===== config.mk =====
export PLATFORM = sky130hd
export DESIGN_NAME = seq_detect_ctrl
export DESIGN_NICKNAME = d
export VERILOG_FILES = /design/src/rtl/seq_detect_ctrl.sv
export SDC_FILE = /design/constraint.sdc
export NUM_CORES = 1
export LEC_CHECK = 0
export CORE_MARGIN = 8
export CORE_UTILIZATION = 56
export CTS_CLUSTER_DIAMETER = 150
export DETAILED_ROUTE_END_ITERATION = 16
export PLACE_DENSITY = 0.82
export SLEW_MARGIN = 20
export SYNTH_ARGS = -nofsm -noshare
export SYNTH_HDL_FRONTEND = slang
export SYNTH_SLANG_ARGS = --single-unit

===== constraint.sdc =====
create_clock -name clk -period 6.5 [get_ports clk]
set_input_delay 1.3 -clock clk [delete_from_list [all_inputs] [get_ports clk]]
set_output_delay 1.3 -clock clk [all_outputs]
set_load 0.01 [all_outputs]

===== src/rtl/seq_detect_ctrl.sv =====
// Programmable serial-pattern detector with valid/ready bit input, overlapping
// match detection, modulo match counter and 7-segment status display.
module seq_detect_ctrl #(
  parameter int MAX_LEN     = 8,
  parameter int HOLD_CYCLES = 4,
  parameter int CNT_MOD     = 10
) (
  input  logic               clk,
  input  logic               rst,
  input  logic               load_req,
  input  logic [MAX_LEN-1:0] pat_in,
  input  logic [3:0]         len_in,
  input  logic               bit_valid,
  input  logic               bit_in,
  output logic               bit_ready,
  input  logic               clr_cnt,
  output logic               match,
  output logic [3:0]         hit_cnt,
  output logic               cfg_err,
  output logic [1:0]         state_o,
  output logic [7:0]         seg
);

  typedef enum logic [1:0] {
    IDLE = 2'd0,
    LOAD = 2'd1,
    RUN  = 2'd2,
    HIT  = 2'd3
  } state_t;

  localparam int HOLD_W = (HOLD_CYCLES > 1) ? $clog2(HOLD_CYCLES) : 1;
  localparam logic [HOLD_W-1:0] HOLD_LAST = HOLD_W'(HOLD_CYCLES - 1);
  localparam logic [3:0] MAX_LEN_V = 4'(MAX_LEN);
  localparam logic [3:0] CNT_LAST  = 4'(CNT_MOD - 1);

  state_t             state, state_n;
  logic [MAX_LEN-1:0] pat, hist, hist_new, mask;
  logic [3:0]         len, seen, seen_new;
  logic [HOLD_W-1:0]  hold_cnt;
  logic               len_ok, accept, hit_now;

  assign len_ok    = (len_in != 4'd0) && (len_in <= MAX_LEN_V);
  assign bit_ready = (state == RUN);
  assign accept    = bit_ready && bit_valid && !load_req;
  assign hist_new  = {hist[MAX_LEN-2:0], bit_in};
  assign seen_new  = (seen == MAX_LEN_V) ? seen : seen + 4'd1;
  assign state_o   = state;

  // Only the low len bits of the shift history take part in the compare.
  always_comb begin
    mask = '0;
    for (int i = 0; i < MAX_LEN; i++) begin
      mask[i] = (4'(i) < len);
    end
  end

  assign hit_now = (seen_new >= len) && ((hist_new & mask) == (pat & mask));

  always_comb begin
    state_n = state;
    if (load_req) begin
      state_n = len_ok ? LOAD : IDLE;
    end else begin
      case (state)
        IDLE:    state_n = IDLE;
        LOAD:    state_n = RUN;
        RUN:     if (accept && hit_now) state_n = HIT;
        HIT:     if (hold_cnt == HOLD_LAST) state_n = RUN;
        default: state_n = IDLE;
      endcase
    end
  end

  always_ff @(posedge clk or posedge rst) begin
    if (rst) begin
      state <= IDLE;
    end else begin
      state <= state_n;
    end
  end

  always_ff @(posedge clk or posedge rst) begin
    if (rst) begin
      pat      <= '0;
      len      <= 4'd0;
      hist     <= '0;
      seen     <= 4'd0;
      match    <= 1'b0;
      cfg_err  <= 1'b0;
      hold_cnt <= '0;
    end else begin
      match    <= 1'b0;
      hold_cnt <= (state == HIT) ? hold_cnt + HOLD_W'(1) : '0;
      if (load_req) begin
        // An invalid length throws away the previous pattern as well.
        cfg_err <= !len_ok;
        pat     <= len_ok ? pat_in : '0;
        len     <= len_ok ? len_in : 4'd0;
        hist    <= '0;
        seen    <= 4'd0;
      end else if (state == LOAD) begin
        hist <= '0;
        seen <= 4'd0;
      end else if (accept) begin
        hist  <= hist_new;
        seen  <= seen_new;
        match <= hit_now;
      end
    end
  end

  always_ff @(posedge clk or posedge rst) begin
    if (rst) begin
      hit_cnt <= 4'd0;
    end else if (clr_cnt) begin
      hit_cnt <= 4'd0;
    end else if (accept && hit_now) begin
      hit_cnt <= (hit_cnt == CNT_LAST) ? 4'd0 : hit_cnt + 4'd1;
    end
  end

  logic [6:0] digit;

  always_comb begin
    case (hit_cnt)
      4'd0:    digit = 7'h3F;
      4'd1:    digit = 7'h06;
      4'd2:    digit = 7'h5B;
      4'd3:    digit = 7'h4F;
      4'd4:    digit = 7'h66;
      4'd5:    digit = 7'h6D;
      4'd6:    digit = 7'h7D;
      4'd7:    digit = 7'h07;
      4'd8:    digit = 7'h7F;
      4'd9:    digit = 7'h6F;
      default: digit = 7'h00;
    endcase
  end

  always_comb begin
    if (cfg_err) begin
      seg = 8'h79;
    end else if (state == IDLE) begin
      seg = 8'h40;
    end else begin
      seg = {(state == HIT), digit};
    end
  end

endmodule


# --- Word level (Yosys, flattened, before mapping) ---
# Memories as Yosys holds them, arrays and structs flattened.
# Index checks and enable logic that the tools add are counted.
classes:
  n_addsub: 3
  magnitude_cmp: 10
  n_mux: 23
  eq_ne: 9
  reduce_logical: 12
  n_bitwise: 2
ops:
  columns: ["cell", "n"]
  rows:
  - ["4-bit two-way mux", 8]
  - ["8-bit two-way mux", 3]
  - ["7-bit two-way mux", 3]
  - ["8-bit bitwise AND", 2]
  - ["3-bit by 4-bit less-than comparator with 1-bit output (first input constant)", 4]
  - ["4-bit by 1-bit adder with 4-bit output (second input constant)", 2]
  - ["4-bit == test (second input constant)", 2]
  - ["8-bit == test", 1]
  - ["1-bit by 4-bit less-than comparator with 1-bit output (first input constant)", 2]
  - ["2-bit by 4-bit less-than comparator with 1-bit output (first input constant)", 2]
  - ["2-bit two-way mux", 4]
  - ["2-bit one-hot mux with 4 select lines", 1]
  - ["2-bit == test (second input constant)", 3]
  - ["1-bit logical AND", 5]
  - ["4-bit >= comparator", 1]
  - ["4-bit less-or-equal comparator (second input constant)", 1]
  - ["1-bit two-way mux", 4]
  - ["4-bit nonzero test", 1]
  - ["3-bit by 2-bit inequality test with 1-bit output (second input constant)", 1]
  - ["3-bit inequality test (second input constant)", 1]
  - ["3-bit nonzero test", 1]
  - ["2-bit by 1-bit adder with 2-bit output (second input constant)", 1]
  - ["2-bit by 1-bit == test with 1-bit output (second input constant)", 1]
  - ["1-bit zero test", 2]
  - ["other kinds (3)", 3]
word_totals:
  out_inout_bits: 17
  in_bits: 18
  ff_bits: 33
  mem_count: 1
  elab_cells: 69
  rom_bits: 112
mem_list:
  columns: ["memory", "words", "width", "read_ports", "rd_ports_with_merged_regs", "wr", "line_no", "rtl"]
  rows:
  - ["(name not given)", 16, 7, 1, 0, 0, "125", "case (hit_cnt)"]

# --- Logic depth before layout (Yosys ltp) ---
# Gate-level depths: netlist of run 1.
depth:
  word_depth: 8
  depth_mapped: 12
  ltp_nobuf: 11

# --- Least setup slack after synthesis of run 1 ---
# Ideal clock, no wire load.
synth_path:
  path_type: "flip-flop to output port"
  start: "register hit_cnt[1]"
  end: "output seg[0]"
  path_stages_with_launch: 7
  n_path_buf: 0
  required_ps: 5200
  arrival_time_ps: 1272
  slack_ps: 3928
  cell_sequence: "dfrtp_1 -> inv_1 -> ha_1 -> nor2b_1 -> a21oi_1 -> nor2_1 -> o21bai_1"
synth_between:
  elab_chain_len: 3
synth_rtl:
  columns: ["element", "line_no", "rtl"]
  rows:
  - ["start: declaration", "18", "output logic [3:0] hit_cnt,"]
  - ["start signal: assignment", "118", "hit_cnt <= (hit_cnt == CNT_LAST) ? 4'd0 : hit_cnt + 4'd1;"]
  - ["memory read 16 x 7 bit", null, null]
  - ["8-bit two-way mux", "143", "end else if (state == IDLE) begin"]
  - ["8-bit two-way mux", "141", "if (cfg_err) begin"]
  - ["end: declaration", "21", "output logic [7:0] seg"]
# No other way between the ends.

# --- Worst setup path in the final report of run 1 ---
# Ends and elaborated chain as after synthesis.

==> results_dict.tcl, run 1 <==
set metrics [dict create \
    maxSlewViolCount 0 \
    coreArea_um2 3280 \
    synthCells 200 \
    power_density_nw_per_um2 194 \
    slowest_delay_ps 560 \
    p_comb_frac 0.206 \
    drive_gt1_frac 0.0681 \
    clock.fmax_mhz 288 \
    numPortBuffers 34 \
    cp-startpoint "hit_cnt[1]$_DFFE_PP0P_" \
    multiInputGateArea_um2 942 \
    leakagePower_uw 0.00106 \
    ioPinCount 35 \
    clkLatencyLatePin_ps 330 \
    pwr-share-seq 0.503 \
    ant_nets 0 \
    p_clk_frac 0.291 \
    netlist.area_leader.share 0.438 \
    async_reset_ff_frac 1.00 \
    syn_area_per_cell_um2 9.43 \
    crit_arrival_ps 2170 \
    swShare 0.281 \
    viasPerCell 5.51 \
    maxSlewHeadroom 0.535 \
    die_x_um 74.0 \
    cts_resized 0 \
    fin_hold_ws_ps 442 \
    start_util 0.574 \
    clk_pin_slew_worst_paths_ps 100 \
    ys_ff_latch 33 \
    yosys_warnings 0 \
    p_switching_uw 127 \
    dieArea_um2 5480 \
    grt-ovfl-total 0 \
    cts.sink_count 33 \
    wl_per_cell_um 15.4 \
    critPathSlowestCell "clkdlybuf4s50_1" \
    dpl.hpwl_mm 3.30 \
    n_fill_cell 263 \
    ir_worst_vdd_v 0.000114 \
    yosys-top-cells-count "33 x dfrtp_1, 18 x inv_1, 17 x nand2_1" \
    cts-root-buf "clkbuf_4" \
    synth_simple_gate_area_frac 0.159 \
    ys_seq_area_frac 0.438 \
    finClkSkew_ps 8.20 \
    track_usage 0.176 \
    drcViolationCount 0 \
    yosysTopAreaCell "dfrtp_1" \
    synth_compound_area_frac 0.202 \
    tightest_slew_ps 695 \
    synth_top_family_by_area "compound AO/OA/AOI/OAI gates" \
    rsz0062_at_grt "false" \
    muxShareOfSynthArea 0.0106 \
    ff_latch_area_um2 826 \
    setup_viol 0 \
    worst_hold_path_type "flop to flop" \
    antenna_found_initial 0 \
    tritoncts "built" \
    synth_flop_cell "dfrtp_1" \
    vias 1548 \
    crit_chain "inv_1 -> ha_1 -> nor2b_1 -> a21oi_1 -> nor2_1 -> o21bai_1 -> clkdlybuf4s50_1" \
    synth-adder-area-share 0.0730 \
    grt_max_degree 34 \
    die_h_um 74.0 \
    layout.nets 263 \
    postCtsHoldBufs 0 \
    dr.pass1.iters 4 \
    synth.distinct_cells 41 \
    cp_max_fo 7 \
    finalHoldViolCount 0 \
    startpoint_type "flop" \
    cts_htree_levels 2 \
    yosys-top-cells-area "dfrtp_1 44%, ha_1 7.3%, a22o_1 4.6%" \
    synth.most_common_cell "dfrtp_1" \
    cts.path.max_buffers 2 \
    syn_nets 229 \
    end_kind "output port" \
    period_needed_ps 3470 \
    grt_first_pass_wirelength_mm 7.53 \
    routed_wl_mm 4.32 \
    postCtsSetupRepairBufs 0 \
    area_growth_pct 23.6 \
    finalCritPeriodShare 0.534 \
    fin_tns_setup_ps 0 \
    drtIter0Drc 92 \
    crit_type "flop to output port" \
    synth-edff-count 0 \
    synth_xor_area_frac 0.0557 \
    fin_ws_ps 3030 \
    n_antenna_cell 0 \
    r2r_start "seen[0]$_DFFE_PP0P_" \
    cts_made_buffers 5 \
    grt_pass1_vias 1623 \
    status "finished, final reports clean" \
    gp_congestion 0.894 \
    post-route-util 0.709 \
    hold_start "hold_cnt[0]$_DFF_PP0_" \
    syn-cell-area_um2 1890 \
    p_int_uw 325 \
    pre_cts_slack_ps 2960 \
    drv_cap 0 \
    row_count 21 \
    required_ps 5200 \
]
==> placed cells by master, fill, tap and decap left out, types with 2 or more instances in the layout <==
cell	count
a211oi_1	4
nor2b_1	5
xnor2_1	8
mux2i_1	2
nor3_1	5
clkdlybuf4s50_1	34
xor2_1	4
ha_1	11
o31ai_1	3
clkbuf_4	5
o21ai_0	16
nand2b_1	5
a21oi_1	5
nand3_1	2
dfrtp_1	33
clkbuf_8	2
a22o_1	10
nor2_1	13
and3_1	3
inv_1	18
nand4_1	3
o21bai_1	3
o21a_1	2
buf_4	3
nor3b_1	2
nand2_1	17
and2_1	2
==> worst paths after layout <==
| path | depth (start not counted) | to | slack [ps] |
|---|---|---|---|
| min in group asynchronous | 3 | hist[2]$_DFFE_PP0P_ | 1350 |
| max in group asynchronous | 3 | hist[4]$_DFFE_PP0P_ | 4850 |
| min reg2reg | 1 | hold_cnt[0]$_DFF_PP0_ | 440 |
| min | 1 | hold_cnt[0]$_DFF_PP0_ | 440 |
| max reg2reg | 11 | state_o[0]$_DFFE_PP0P_ | 3760 |
| max | 7 | seg[0] | 3030 |
==> cells by family after synthesis <==
kind of cell,Yosys count
AO/OA/AOI/OAI,53
XOR/XNOR,12
adder cells (fa/ha/maj),11
buffers and inverters,29
flip-flops,33
multiplexers,2
AND/OR/NAND/NOR,60
==> registers in the layout, indices dropped and copies added (netlist names) <==
register / cells
cfg_err: 1
hist: 7
pat: 8
hold_cnt: 2
match: 1
seen: 4
state_o: 2
len: 4
hit_cnt: 4
==> cell type report <==
cell class / instances / share of cell area
Multi-Input combinational cell: 138 / 0.404
Sequential cell: 33 / 0.354
Timing Repair Buffer: 37 / 0.156
Inverter: 19 / 0.0306
Clock buffer: 7 / 0.0279
Tap cell: 46 / 0.0247
Clock inverter: 1 / 0.00215
==> per-layer routing <==
layer	global-route usage	vias up	routed length (um)
met5	0	-	0
met3	0.0553	7	229
li1	-	759	-
met1	0.213	743	1930
met4	0.0399	0	51
met2	0.295	39	2110
==> power groups by stage <==
stage                     sequential [uW]  clock (uW)  combinational [uW]
after floorplan                       228           0                53.1
after global routing                  229         143                 103
final                                 227         131                93.1
after CTS                             227         133                93.6
after detailed placement              231           0                93.0
after global placement                230           0                90.2
==> worst max-delay path, delay by kind of cell (launching register included) <==
kind                       cells  cell delay, ps
buffers and inverters          2             680
and+or+nand+nor                2             210
AOI/OAI and AO/OA              2             260
adders and majority gates      1             220
DFF                            1             480
==> metrics by stage <==
stage | power, uW | cell area (um^2) | instances
after floorplan | 281 | 1890 | 200
after detailed placement | 324 | 2260 | 273
after CTS | 454 | 2330 | 281
after global placement | 321 | 2260 | 273
after global routing | 475 | 2330 | 281
final | 451 | 2330 | 281
(Power assumes the default switching activity.)
==> run 2, diff against run 1 <==
--- a/config.mk
+++ b/config.mk
@@ -6,10 +6,10 @@
 export NUM_CORES = 1
 export LEC_CHECK = 0
 export CORE_MARGIN = 8
-export CORE_UTILIZATION = 56
+export CORE_UTILIZATION = 47
 export CTS_CLUSTER_DIAMETER = 150
 export DETAILED_ROUTE_END_ITERATION = 16
-export PLACE_DENSITY = 0.82
+export PLACE_DENSITY = 0.73
 export SLEW_MARGIN = 20
 export SYNTH_ARGS = -nofsm -noshare
 export SYNTH_HDL_FRONTEND = slang
==> constraint.sdc (replaced) <==
create_clock -name clk -period 2.94 [get_ports clk]
set_input_delay 0.588 -clock clk [delete_from_list [all_inputs] [get_ports clk]]
set_output_delay 0.588 -clock clk [all_outputs]
set_load 0.01 [all_outputs]
==> results_dict.tcl, run 2 (synthesized netlist as in run 1, its figures left out) <==
set metrics [dict create \
    viasPerCell 5.30 \
    cp.depth 7 \
    area_growth_pct 25.9 \
    worst_hold_path_type "flop to flop" \
    n_antenna_cell 0 \
    vias 1527 \
    r2r-end "state_o[0]$_DFFE_PP0P_" \
    top_layer_used "met4" \
    largest_reg_flops 8 \
    grt-ovfl-total 0 \
    cp-startpoint "hit_cnt[1]$_DFFE_PP0P_" \
    required_ps 2350 \
    cp_max_fo 7 \
    power_density_nw_per_um2 441 \
    power_uw 1050 \
    critPathBufInv 2 \
    finClkSkew_ps 5.21 \
    cts.sink_count 33 \
    final_common_cell "clkdlybuf4s50_1" \
    critPathTopFamily "buffers and inverters" \
    startpoint_type "flop" \
    drive_gt1_frac 0.0840 \
    p_clk_frac 0.322 \
    finalCritPeriodShare 0.910 \
    layout_common_cells "34 x clkdlybuf4s50_1, 32 x dfrtp_1, 18 x inv_1" \
    critPathSlowestCell "clkdlybuf4s50_1" \
    crit_type "flop to output port" \
    slowest_delay_ps 560 \
    maxSlewHeadroom 0.624 \
    antenna_found_initial 0 \
    track_usage 0.155 \
    swShare 0.289 \
    regMostFlops "pat" \
    fin_tns_setup_ps 0 \
    p_comb_frac 0.198 \
    wl_met3_um 196 \
    routed_wl_mm 4.50 \
    met2_length_mm 2.10 \
    die_h_um 79.3 \
    tightest_slew_ps 558 \
    finalHoldViolCount 0 \
    numPortBuffers 34 \
    die_x_um 79.3 \
    grt_first_pass_wirelength_mm 7.76 \
    clk_pin_slew_worst_paths_ps 70 \
    r2r_cells 11 \
    grt_max_degree 34 \
    setup_viol 0 \
    coreArea_um2 3940 \
    rsz0062_at_grt "false" \
    maxSlewViolCount 0 \
    drv_cap 0 \
    drt-met1-wl_mm 2.10 \
    crit_arrival_ps 2090 \
    ant_nets 0 \
    ir_worst_vdd_v 0.000262 \
    ioPinCount 35 \
    grt_pass1_vias 1618 \
    cts-root-buf "clkbuf_8" \
    design_area_um2 2370 \
    tritoncts "built" \
    r2r_start "seen[0]$_DFFE_PP0P_" \
    fin_cells 288 \
    fin_hold_ws_ps 448 \
    drcViolationCount 0 \
    cts_made_buffers 5 \
    dpl.hpwl_mm 3.36 \
    start_util 0.478 \
    drtIter0Drc 95 \
    crit_chain "inv_1 -> ha_1 -> nor2b_1 -> a21oi_1 -> nor2_1 -> o21bai_1 -> clkdlybuf4s50_1" \
    layout.nets 266 \
    dieArea_um2 6290 \
    place_area_um2 2290 \
    p_switching_uw 303 \
    r2r_setup_slack_ps 360 \
    postCtsSetupRepairBufs 0 \
    dr.pass1.iters 4 \
    row_count 23 \
    clock.fmax_mhz 374 \
    end_kind "output port" \
    pwr-share-seq 0.480 \
    gp_congestion 0.859 \
    top_regs "pat (8), hist (7)" \
    cts_htree_levels 2 \
    dp_cells 280 \
    wl_per_cell_um 15.6 \
    cts.path.max_buffers 2 \
    leakagePower_uw 0.00108 \
    status "finished, final reports clean" \
    p_int_uw 745 \
    n_fill_cell 353 \
    clkLatencyLatePin_ps 290 \
    period_needed_ps 2670 \
    cp-endpoint "seg[0]" \
]
==> run 2: cell types whose count changed in the layout (fill, tap and decap cells not counted) <==
cell / before / now
clkbuf_4: 5 / 0
clkinvlp_4: 0 / 1
clkinv_2: 1 / 2
buf_4: 3 / 6
dfrtp_1: 33 / 32
dfrtp_2: 0 / 1
clkbuf_8: 2 / 5
==> run 2: metrics by stage <==
step,util,worst slack [ps]
finish,0.602,266
global route,0.602,96.1
CTS,0.602,165
detailed placement,0.580,366
global placement,0.580,459
floorplan,-,479
==> run 2: power groups by stage <==
| stage | sequential [uW] | clock, uW | combinational [uW] |
|---|---|---|---|
| 6_report | 503 | 337 | 207 |
| 5_1_grt | 506 | 364 | 232 |
| 4_1_cts | 503 | 346 | 211 |
| 3_5_place_dp | 511 | 0 | 210 |
| 3_3_place_gp | 510 | 0 | 206 |
| 2_1_floorplan | 504 | 0 | 117 |
==> run 2: cell type report <==
type	instances	area, um^2	share of cell area
timing repair buffer	40	385	0.162
clock buffer	5	68.8	0.0290
inverter	19	71.3	0.0300
clock inverter	3	17.5	0.00738
multi-input combinational	138	942	0.397
tap	50	62.6	0.0263
sequential	33	827	0.348
==> run 2: timing repair <==
item,in CTS,in global routing
endpoints found under the hold margin,0,0
hold buffers,0,0
setup endpoints to repair,0,1
gates resized for setup,0,1
==> run 2: per-layer routing <==
metal  vias up  track usage
met5         -            0
met4         0       0.0685
met3         8       0.0474
met2        29        0.242
met1       724        0.192
li1        766            -
==> run 2: how the worst min path moves through the flow <==
stage	startpoint	endpoint	slack [ps]	depth (start not counted)
floorplan	hold_cnt[0]$_DFF_PP0_	hold_cnt[0]$_DFF_PP0_	410	1
global placement	hold_cnt[0]$_DFF_PP0_	hold_cnt[0]$_DFF_PP0_	430	1
detailed placement	hold_cnt[0]$_DFF_PP0_	hold_cnt[0]$_DFF_PP0_	440	1
CTS	hold_cnt[0]$_DFF_PP0_	hold_cnt[0]$_DFF_PP0_	450	1
global route	hold_cnt[0]$_DFF_PP0_	hold_cnt[0]$_DFF_PP0_	470	1
finish	hold_cnt[0]$_DFF_PP0_	hold_cnt[0]$_DFF_PP0_	450	1
==> run 2: worst reg2reg max path, cell delays in order (launching register included) <==
cell and delay [ps]:
dfrtp_1 390, inv_1 90, ha_1 200, nand2_1 80, nor2_1 50, xnor2_1 220, ha_1 270, nand2b_1 150
a2111oi_2 390, nor3_2 120, and3_1 210, o32a_1 290
==> run 3, diff against run 2 <==
--- a/config.mk
+++ b/config.mk
@@ -10,6 +10,7 @@
 export CTS_CLUSTER_DIAMETER = 150
 export DETAILED_ROUTE_END_ITERATION = 16
 export PLACE_DENSITY = 0.73
+export REMOVE_ABC_BUFFERS = 1
 export SLEW_MARGIN = 20
 export SYNTH_ARGS = -nofsm -noshare
 export SYNTH_HDL_FRONTEND = slang
==> results_dict.tcl, run 3 (synthesized netlist as in run 1, its figures left out) <==
set metrics [dict create \
    status "finished, final reports clean" \
    place_area_um2 2290 \
    critPathBufInv 2 \
    wl_per_cell_um 14.1 \
    drive_gt1_frac 0.0798 \
    crit_arrival_ps 2080 \
    dr.pass1.iters 4 \
    cts_made_buffers 5 \
    cts_htree_levels 2 \
    grt_max_degree 34 \
    drtIter0Drc 78 \
    startpoint_type "flop" \
    cp_max_fo 7 \
    power_density_nw_per_um2 498 \
    fin_hold_ws_ps 441 \
    worst_hold_path_type "flop to flop" \
    period_needed_ps 2670 \
    layout_common_cells "34 x clkdlybuf4s50_1, 33 x dfrtp_1, 18 x inv_1" \
    n_antenna_cell 0 \
    cts.sink_count 33 \
    clk_pin_slew_worst_paths_ps 70 \
    tritoncts "built" \
    rsz0062_at_grt "false" \
    critPathSlowestCell "clkdlybuf4s50_1" \
    fin_cells 288 \
    track_usage 0.139 \
    vias 1543 \
    r2r-end "state_o[0]$_DFFE_PP0P_" \
    worstHoldEndpoint "hold_cnt[0]$_DFF_PP0_" \
    hold_start "hold_cnt[0]$_DFF_PP0_" \
    ioPinCount 35 \
    finalHoldViolCount 0 \
    largest_reg_flops 8 \
    layout.nets 266 \
    gp_congestion 0.842 \
    ir_worst_vdd_v 0.000319 \
    postCtsHoldBufs 0 \
    required_ps 2350 \
    routed_wl_mm 4.06 \
    cts.path.max_buffers 2 \
    pre_cts_slack_ps 386 \
    postCtsSetupRepairBufs 0 \
    top_regs "pat (8), hist (7)" \
    coreArea_um2 3940 \
    worstHoldPathCells 1 \
    setup_viol 0 \
    end_kind "output port" \
    grt-ovfl-total 0 \
    cts-root-buf "clkbuf_8" \
    row_count 23 \
    finClkSkew_ps 3.84 \
    regMostFlops "pat" \
    grt_first_pass_wirelength_mm 7.00 \
    drv_cap 0 \
    maxSlewHeadroom 0.637 \
    fin_ws_ps 268 \
    leakagePower_uw 0.00110 \
    dp_cells 280 \
    drcViolationCount 0 \
    viasPerCell 5.36 \
    crit_chain "inv_1 -> ha_1 -> nor2b_1 -> a21oi_1 -> nor2_1 -> o21bai_1 -> clkdlybuf4s50_1" \
    r2r_setup_slack_ps 370 \
    area_growth_pct 28.4 \
    critPathTopFamily "buffers and inverters" \
    antenna_found_initial 0 \
    clock.fmax_mhz 374 \
    maxSlewViolCount 0 \
    grt_pass1_vias 1556 \
    dpl.hpwl_mm 3.09 \
    r2r_cells 11 \
    final_common_cell "clkdlybuf4s50_1" \
    clkLatencyLatePin_ps 280 \
    crit_type "flop to output port" \
    numPortBuffers 34 \
    tightest_slew_ps 538 \
    die_h_um 79.3 \
    dieArea_um2 6290 \
    design_area_um2 2420 \
    die_x_um 79.3 \
    cts_resized 0 \
    finalCritPeriodShare 0.909 \
    fin_tns_setup_ps 0 \
    slowest_delay_ps 550 \
    r2r_start "seen[0]$_DFFE_PP0P_" \
    ant_nets 0 \
    start_util 0.478 \
]
run 3: cell count changes in the layout (fill, tap and decap cells not counted), sizes merged:
cell / previous run / this run
bufinv: 0 / 2
clkinvlp: 1 / 0
clkinv: 2 / 1
run 3: cell type report:
cell class                 instances  area [um^2]
fill                             345         1520
tap                               50         62.6
clock inverter                     3         65.1
sequential                        33          826
inverter                          19         71.3
timing repair buffer              40          385
clock buffer                       5         68.8
multi-input combinational        138          942
run 3: power by group:
group          switching, uW  internal [uW]
sequential              24.4            476
combinational            101            106
clock                    162            337
total                    287            919
run 3: worst max path at each step:
stage | start | to | cells past startpoint
after floorplan | seen[0]$_DFFE_PP0P_ | state_o[0]$_DFFE_PP0P_ | 11
after global placement | seen[0]$_DFFE_PP0P_ | state_o[0]$_DFFE_PP0P_ | 11
after detailed placement | seen[0]$_DFFE_PP0P_ | state_o[0]$_DFFE_PP0P_ | 11
after CTS | hit_cnt[1]$_DFFE_PP0P_ | seg[0] | 7
after global routing | hit_cnt[1]$_DFFE_PP0P_ | seg[0] | 7
final | hit_cnt[1]$_DFFE_PP0P_ | seg[0] | 7
run 3: per-stage QoR:
stage                util  power (uW)
global placement    0.580         715
CTS                 0.614        1220
finish              0.614        1210
global route        0.614        1260
detailed placement  0.580         717
floorplan               -         614
run 3: layer usage:
layer,global-route usage,part of all wire,vias up
met4,0.0463,0.013,0
met1,0.167,0.46,732
li1,-,-,774
met3,0.0406,0.044,6
met5,0,0,-
met2,0.231,0.49,31
